==> src/rtl/ex_pkg.sv <==
// Shared ALU opcodes, forwarding-select encoding and the ID/EX control bundle.
// Imported by the ID/EX stage and its forwarding unit.
package ex_pkg;

  localparam logic [3:0] ALU_AND = 4'b0000;
  localparam logic [3:0] ALU_OR  = 4'b0001;
  localparam logic [3:0] ALU_ADD = 4'b0010;
  localparam logic [3:0] ALU_SLL = 4'b0100;
  localparam logic [3:0] ALU_SRL = 4'b0101;
  localparam logic [3:0] ALU_SUB = 4'b0110;
  localparam logic [3:0] ALU_SRA = 4'b0111;
  localparam logic [3:0] ALU_EQ  = 4'b1000;
  localparam logic [3:0] ALU_NE  = 4'b1110;

  typedef enum logic [1:0] {
    FWD_REG = 2'd0,
    FWD_MEM = 2'd1,
    FWD_WB  = 2'd2
  } fwd_sel_e;

  // Single-bit control carried from ID into EX; the opcode lives beside it
  // because its width is a parameter of the stage.
  typedef struct packed {
    logic valid;
    logic reg_write;
    logic mem_read;
    logic mem_write;
    logic alu_src;
  } ex_ctrl_t;

endpackage

==> src/rtl/forward_unit.sv <==
// Combinational operand-source select for one register index; MEM beats WB, x0 never forwards.
// Zero latency, no flow control.
module forward_unit
  import ex_pkg::*;
#(
  parameter int REG_ADDR = 5
) (
  input  logic [REG_ADDR-1:0] i_rs,
  input  logic [REG_ADDR-1:0] i_mem_rd,
  input  logic                i_mem_reg_write,
  input  logic [REG_ADDR-1:0] i_wb_rd,
  input  logic                i_wb_reg_write,
  output fwd_sel_e            o_sel
);

  always_comb begin
    o_sel = FWD_REG;
    if (i_rs != '0) begin
      if (i_mem_reg_write && (i_mem_rd == i_rs)) begin
        o_sel = FWD_MEM;
      end else if (i_wb_reg_write && (i_wb_rd == i_rs)) begin
        o_sel = FWD_WB;
      end
    end
  end

endmodule

==> src/rtl/id_ex_stage.sv <==
// ID/EX register feeding the ALU; 1-cycle ID->EX latency, Stall freezes IF/ID while a bubble enters EX.
// ID_EX_FORWARDING_EN selects forwarding muxes plus load-use stall; without it Stall covers EX and MEM producers.
module id_ex_stage
  import ex_pkg::*;
#(
  parameter int DATA_WIDTH    = 32,
  parameter int OPCODE_LENGTH = 4,
  parameter int REG_ADDR      = 5
) (
  input  logic                     clk,
  input  logic                     reset,
  input  logic                     IdValid,
  input  logic [REG_ADDR-1:0]      IdRs1,
  input  logic [REG_ADDR-1:0]      IdRs2,
  input  logic [REG_ADDR-1:0]      IdRd,
  input  logic [DATA_WIDTH-1:0]    IdRs1Data,
  input  logic [DATA_WIDTH-1:0]    IdRs2Data,
  input  logic [DATA_WIDTH-1:0]    IdImm,
  input  logic                     IdALUSrc,
  input  logic [OPCODE_LENGTH-1:0] IdALUOp,
  input  logic                     IdRegWrite,
  input  logic                     IdMemRead,
  input  logic                     IdMemWrite,
  input  logic                     Flush,
  input  logic                     Hold,
  input  logic [REG_ADDR-1:0]      MemRd,
  input  logic                     MemRegWrite,
  input  logic [DATA_WIDTH-1:0]    MemResult,
  input  logic [REG_ADDR-1:0]      WbRd,
  input  logic                     WbRegWrite,
  input  logic [DATA_WIDTH-1:0]    WbData,
  output logic [DATA_WIDTH-1:0]    SrcA,
  output logic [DATA_WIDTH-1:0]    SrcB,
  output logic [OPCODE_LENGTH-1:0] Operation,
  output logic [DATA_WIDTH-1:0]    ExStoreData,
  output logic                     ExValid,
  output logic                     ExRegWrite,
  output logic                     ExMemRead,
  output logic                     ExMemWrite,
  output logic [REG_ADDR-1:0]      ExRd,
  output logic                     Stall
);

  ex_ctrl_t                 r_ctrl;
  logic [OPCODE_LENGTH-1:0] r_alu_op;
  logic [REG_ADDR-1:0]      r_rs1;
  logic [REG_ADDR-1:0]      r_rs2;
  logic [REG_ADDR-1:0]      r_rd;
  logic [DATA_WIDTH-1:0]    r_rs1_data;
  logic [DATA_WIDTH-1:0]    r_rs2_data;
  logic [DATA_WIDTH-1:0]    r_imm;

  logic                     w_stall;
  logic [DATA_WIDTH-1:0]    w_rs1_fwd;
  logic [DATA_WIDTH-1:0]    w_rs2_fwd;
  fwd_sel_e                 w_sel1;
  fwd_sel_e                 w_sel2;

  // Reset, flush and bubble all collapse to the same cleared state.
  always_ff @(posedge clk) begin
    if (!reset || Flush || w_stall) begin
      r_ctrl     <= '0;
      r_alu_op   <= '0;
      r_rs1      <= '0;
      r_rs2      <= '0;
      r_rd       <= '0;
      r_rs1_data <= '0;
      r_rs2_data <= '0;
      r_imm      <= '0;
    end else if (!Hold) begin
      r_ctrl.valid     <= IdValid;
      r_ctrl.reg_write <= IdRegWrite;
      r_ctrl.mem_read  <= IdMemRead;
      r_ctrl.mem_write <= IdMemWrite;
      r_ctrl.alu_src   <= IdALUSrc;
      r_alu_op         <= IdALUOp;
      r_rs1            <= IdRs1;
      r_rs2            <= IdRs2;
      r_rd             <= IdRd;
      r_rs1_data       <= IdRs1Data;
      r_rs2_data       <= IdRs2Data;
      r_imm            <= IdImm;
    end
  end

  assign ExValid    = r_ctrl.valid;
  assign ExRegWrite = r_ctrl.valid & r_ctrl.reg_write;
  assign ExMemRead  = r_ctrl.valid & r_ctrl.mem_read;
  assign ExMemWrite = r_ctrl.valid & r_ctrl.mem_write;
  assign ExRd       = r_rd;
  assign Operation  = r_alu_op;
  assign Stall      = w_stall;

  assign SrcA        = w_rs1_fwd;
  assign SrcB        = r_ctrl.alu_src ? r_imm : w_rs2_fwd;
  assign ExStoreData = w_rs2_fwd;

`ifdef ID_EX_FORWARDING_EN

  forward_unit #(.REG_ADDR(REG_ADDR)) u_fwd_rs1 (
    .i_rs           (r_rs1),
    .i_mem_rd       (MemRd),
    .i_mem_reg_write(MemRegWrite),
    .i_wb_rd        (WbRd),
    .i_wb_reg_write (WbRegWrite),
    .o_sel          (w_sel1)
  );

  forward_unit #(.REG_ADDR(REG_ADDR)) u_fwd_rs2 (
    .i_rs           (r_rs2),
    .i_mem_rd       (MemRd),
    .i_mem_reg_write(MemRegWrite),
    .i_wb_rd        (WbRd),
    .i_wb_reg_write (WbRegWrite),
    .o_sel          (w_sel2)
  );

  always_comb begin
    w_rs1_fwd = r_rs1_data;
    case (w_sel1)
      FWD_MEM: w_rs1_fwd = MemResult;
      FWD_WB:  w_rs1_fwd = WbData;
      default: w_rs1_fwd = r_rs1_data;
    endcase
  end

  always_comb begin
    w_rs2_fwd = r_rs2_data;
    case (w_sel2)
      FWD_MEM: w_rs2_fwd = MemResult;
      FWD_WB:  w_rs2_fwd = WbData;
      default: w_rs2_fwd = r_rs2_data;
    endcase
  end

  // Only a load in EX cannot be forwarded in time; everything else is covered by the muxes.
  assign w_stall = !Hold && IdValid && ExMemRead && (r_rd != '0) &&
                   ((r_rd == IdRs1) || (r_rd == IdRs2));

`else

  logic w_ex_hit;
  logic w_mem_hit;
  logic w_unused;

  // The forwarding units double as MEM-stage hazard comparators on the ID indices.
  forward_unit #(.REG_ADDR(REG_ADDR)) u_fwd_rs1 (
    .i_rs           (IdRs1),
    .i_mem_rd       (MemRd),
    .i_mem_reg_write(MemRegWrite),
    .i_wb_rd        ('0),
    .i_wb_reg_write (1'b0),
    .o_sel          (w_sel1)
  );

  forward_unit #(.REG_ADDR(REG_ADDR)) u_fwd_rs2 (
    .i_rs           (IdRs2),
    .i_mem_rd       (MemRd),
    .i_mem_reg_write(MemRegWrite),
    .i_wb_rd        ('0),
    .i_wb_reg_write (1'b0),
    .o_sel          (w_sel2)
  );

  assign w_rs1_fwd = r_rs1_data;
  assign w_rs2_fwd = r_rs2_data;

  assign w_ex_hit  = ExRegWrite && (r_rd != '0) &&
                     ((r_rd == IdRs1) || (r_rd == IdRs2));
  assign w_mem_hit = (w_sel1 == FWD_MEM) || (w_sel2 == FWD_MEM);
  assign w_stall   = !Hold && IdValid && (w_ex_hit || w_mem_hit);

  // WB is resolved by register-file write-before-read, so these go unobserved here.
  assign w_unused = ^{MemResult, WbData, WbRd, WbRegWrite, r_rs1, r_rs2};

`endif

endmodule

==> config.mk <==
export PLATFORM = sky130hd
export DESIGN_NAME = id_ex_stage
export DESIGN_NICKNAME = d
export VERILOG_FILES = /design/src/rtl/ex_pkg.sv /design/src/rtl/forward_unit.sv /design/src/rtl/id_ex_stage.sv
export SDC_FILE = /design/constraint.sdc
export NUM_CORES = 1
export LEC_CHECK = 0
export CAP_MARGIN = 20
export CORE_ASPECT_RATIO = 1.25
export CORE_MARGIN = 4
export CORE_UTILIZATION = 35
export DETAILED_ROUTE_END_ITERATION = 7
export PLACE_DENSITY = 0.75
export RECOVER_POWER = 50
export SETUP_SLACK_MARGIN = 0.2
export SLEW_MARGIN = 20
export SYNTH_ARGS = -nofsm -noshare
export SYNTH_HDL_FRONTEND = slang
export SYNTH_SLANG_ARGS = --single-unit
export TNS_END_PERCENT = 10
==> constraint.sdc <==
create_clock -name clk -period 1.8 [get_ports clk]
set_input_delay 0.27 -clock clk [delete_from_list [all_inputs] [get_ports clk]]
set_output_delay 0.27 -clock clk [all_outputs]
set_load 0.005 [all_outputs]
==> summary.txt <==
Area Growth Syn to Fin -> 62.3%
cell row count -> 51
grt met3 use -> 0.0475
Diodes inserted -> 0
Power Dens Cells -> 659 nW/µm²
CP cell instances -> clkdlybuf4s50_1, xor2_1, nor3_2, a22oi_2, o221ai_4, and2_4, buf_6
DRC Markers -> 0
CTS root buffer -> clkbuf_16
min-delay worst type -> register to register
share of cells above drive strength 1 -> 0.345
initial detailed-routing violation count -> 213
final core utilization -> 0.576
Post-Syn Area -> 5500 µm²
number of cells produced by synthesis -> 458
crit end category -> output pin
first-pass iteration count of the detailed router -> 5
critical path arrival -> 1.84 ns
TritonCTS clock tree -> built
Max IR drop VDD -> 0.382 mV
outcome -> finished, violations left
Starting Density -> 0.355
number of global-route vias before repair -> 5060
Placed Instances -> 881
Buffers on Ports -> 239
GRT overflow -> 0
actual slew at the worst max-slew pin -> 0.788 ns
Top delay family on crit path -> buffers and inverters
Skew-Pair Late Insertion Delay -> 0.35 ns
Die Area -> 17800 µm²
fin crit share -> 1.17
maximum clock insertion buffer count -> 2
CP bufs+invs -> 2
Worst slew margin -> 0.475
first-pass GRT wire length -> 27400 µm
share of the synthesized area in the top cell type -> 0.400
grt met2 use -> 0.334
GR Util All Layers -> 0.190
largest net degree at the start of global routing -> 111
CTS H-tree depth -> 3
number of vias per cell -> 5.16
largest area contributor in the netlist -> dfxtp_1
Finished Layout Cells -> 901
initial antenna violation count -> 0
Max Slew Vio Count -> 0
Worst Path Required -> 1.53 ns
vias -> 4650
syn_area_per_cell -> 12.0 µm²
Leakage -> 3.52 nW
Seq/Total Area, Yosys -> 0.400
CTS sink cnt -> 110
NumNets Final -> 885
total wire length -> 17500 µm
post-synth cell types -> 26
Final Hold Vio Count -> 0
drt wl/cell -> 19.5 µm
crit path launch type -> input port
minimum clock period -> 2.11 ns
Synth Net Count -> 658
MaxCap Viol Count -> 0
Seq cells post-synth -> 110
M1 GR Usage -> 0.227
CTS Buf Count -> 9
GP Congestion -> 0.900
FMAX -> 474 MHz
worst-path fanout max -> 3
final clock skew -> 0.0125 ns
grt peak-use layer -> met2
antenna viol nets, final -> 0
Crit Path Class -> input port to output pin
Chip Width -> 120 µm
flop2flop setup slack -> -0.16 ns
RSZ-0062 raised after global routing -> true
final setup vio count -> 111
IO Count -> 310
Clk pin slew, worst setup/hold paths -> 0.07 ns
Final WS setup -> -0.310 ns
# hold bufs at CTS -> 0
Area contributors post-synth -> dfxtp_1 (40%), a211oi_2 (20%), mux2i_1 (20%)
slowest stage cell on the critical path -> clkdlybuf4s50_1
failing checks -> setup timing
core area -> 15500 µm²
Synth Warn # -> 0
post-DP HPWL -> 11800 µm
Die Ht -> 148 µm
Worst path max stage delay -> 0.60 ns
-- worst min-delay path: cells and delay by family, from the launching register on --
kind / cells / cell delay [ns]
DFF: 1 / 0.31
muxes: 1 / 0.13
AOI/OAI and AO/OA: 1 / 0.06
-- power by group --
| group | switching, mW | total (mW) | leakage (nW) | internal, mW |
|---|---|---|---|---|
| Sequential | 0.0553 | 2.57 | 0.899 | 2.51 |
| Clock | 0.940 | 2.17 | 0.154 | 1.23 |
| Combinational | 0.491 | 1.15 | 2.47 | 0.660 |
| Total | 1.49 | 5.89 | 3.52 | 4.40 |
-- path summary, 6_finish.rpt --
path,startpoint,endpoint,cells after the start
min reg2reg,r_ctrl[3],r_ctrl[3],2
max,IdRs2[2],Stall,7
min,r_ctrl[3],r_ctrl[3],2
max reg2reg,ExRd[2],ExStoreData[21],7
-- registers in the layout, indices dropped and copies added (netlist names) --
| name | count |
|---|---|
| ExStoreData | 32 |
| SrcA | 32 |
| r_imm | 32 |
| ExRd | 5 |
| Operation | 4 |
| r_ctrl | 4 |
| ExValid | 1 |
-- Yosys cell counts --
master / n
nor4_1: 2
o21ai_0: 1
or2_2: 1
o221ai_1: 1
o22ai_1: 1
o21ai_1: 1
nor3_1: 4
nor2b_1: 1
mux2_2: 32
buf_6: 10
xor2_1: 13
a211oi_1: 21
dfxtp_1: 110
nand2_1: 3
clkbuf_1: 42
a22oi_1: 1
o2111ai_1: 1
or4_1: 1
xnor2_1: 5
nand4_1: 1
a211oi_2: 88
and2_1: 5
nor2_1: 2
mux2i_1: 109
nand2b_1: 1
nand3b_1: 1
-- per-stage QoR --
| step | setup slack [ns] | hold WS [ns] | power (mW) | instance area [µm²] | setup TNS [ns] |
|---|---|---|---|---|---|
| global route | -0.339 | 0.555 | 6.11 | 8930 | -24.11 |
| floorplan | -0.0352 | 0.444 | 3.12 | 5510 | -0.0352 |
| finish | -0.310 | 0.545 | 5.89 | 8930 | -19.40 |
| CTS | -0.275 | 0.539 | 5.90 | 8630 | -14.82 |
| detailed placement | -0.793 | 0.528 | 3.72 | 8220 | -66.95 |
| global placement | -0.697 | 0.517 | 3.69 | 8220 | -53.94 |
-- placed cells by master (no fill, tap or decap), types with 5 or more instances in the layout --
cell             Yosys  final
clkbuf_2             0      5
mux2_4               0     23
clkbuf_16            0     10
xor2_1              13     12
dlymetal6s2s_1       0     13
buf_4                0     15
clkdlybuf4s15_2      0      5
dfxtp_1            110    104
a211oi_2            88    101
mux2i_1            109    109
buf_12               0      8
a211oi_1            21      8
mux2_2              32      9
dfxtp_2              0      5
clkdlybuf4s50_1      0    188
buf_6               10     22
-- routing by layer --
metal	share of wire	vias up
met2	0.51	171
met3	0.073	28
met4	0.020	0
li1	-	2189
met5	0	-
met1	0.40	2262
-- area by class of cell --
cell class,count,area [µm²]
clock inverters,6,96.3
multi-input cells,296,3310
clock buffers,9,225
fillers,1309,6570
flip-flops and latches,110,2210
well taps,212,265
repair buffers,268,2830
-- logic make-up after synthesis --
group,count (synthesis),share of synthesized area
buf+inv,52,0.0491
simple gates,22,0.0223
flops,110,0.400
xor+xnor,18,0.0286
compound gates,115,0.236
mux,141,0.264
-- repair_timing --
action	4_1_cts	5_1_grt
endpoints found under the setup margin	151	149
pin swaps	8	96
buffers inserted	0	1
gates resized for setup	109	106
cloned	2	2
Note: power is estimated with default switching activity, not from simulation.
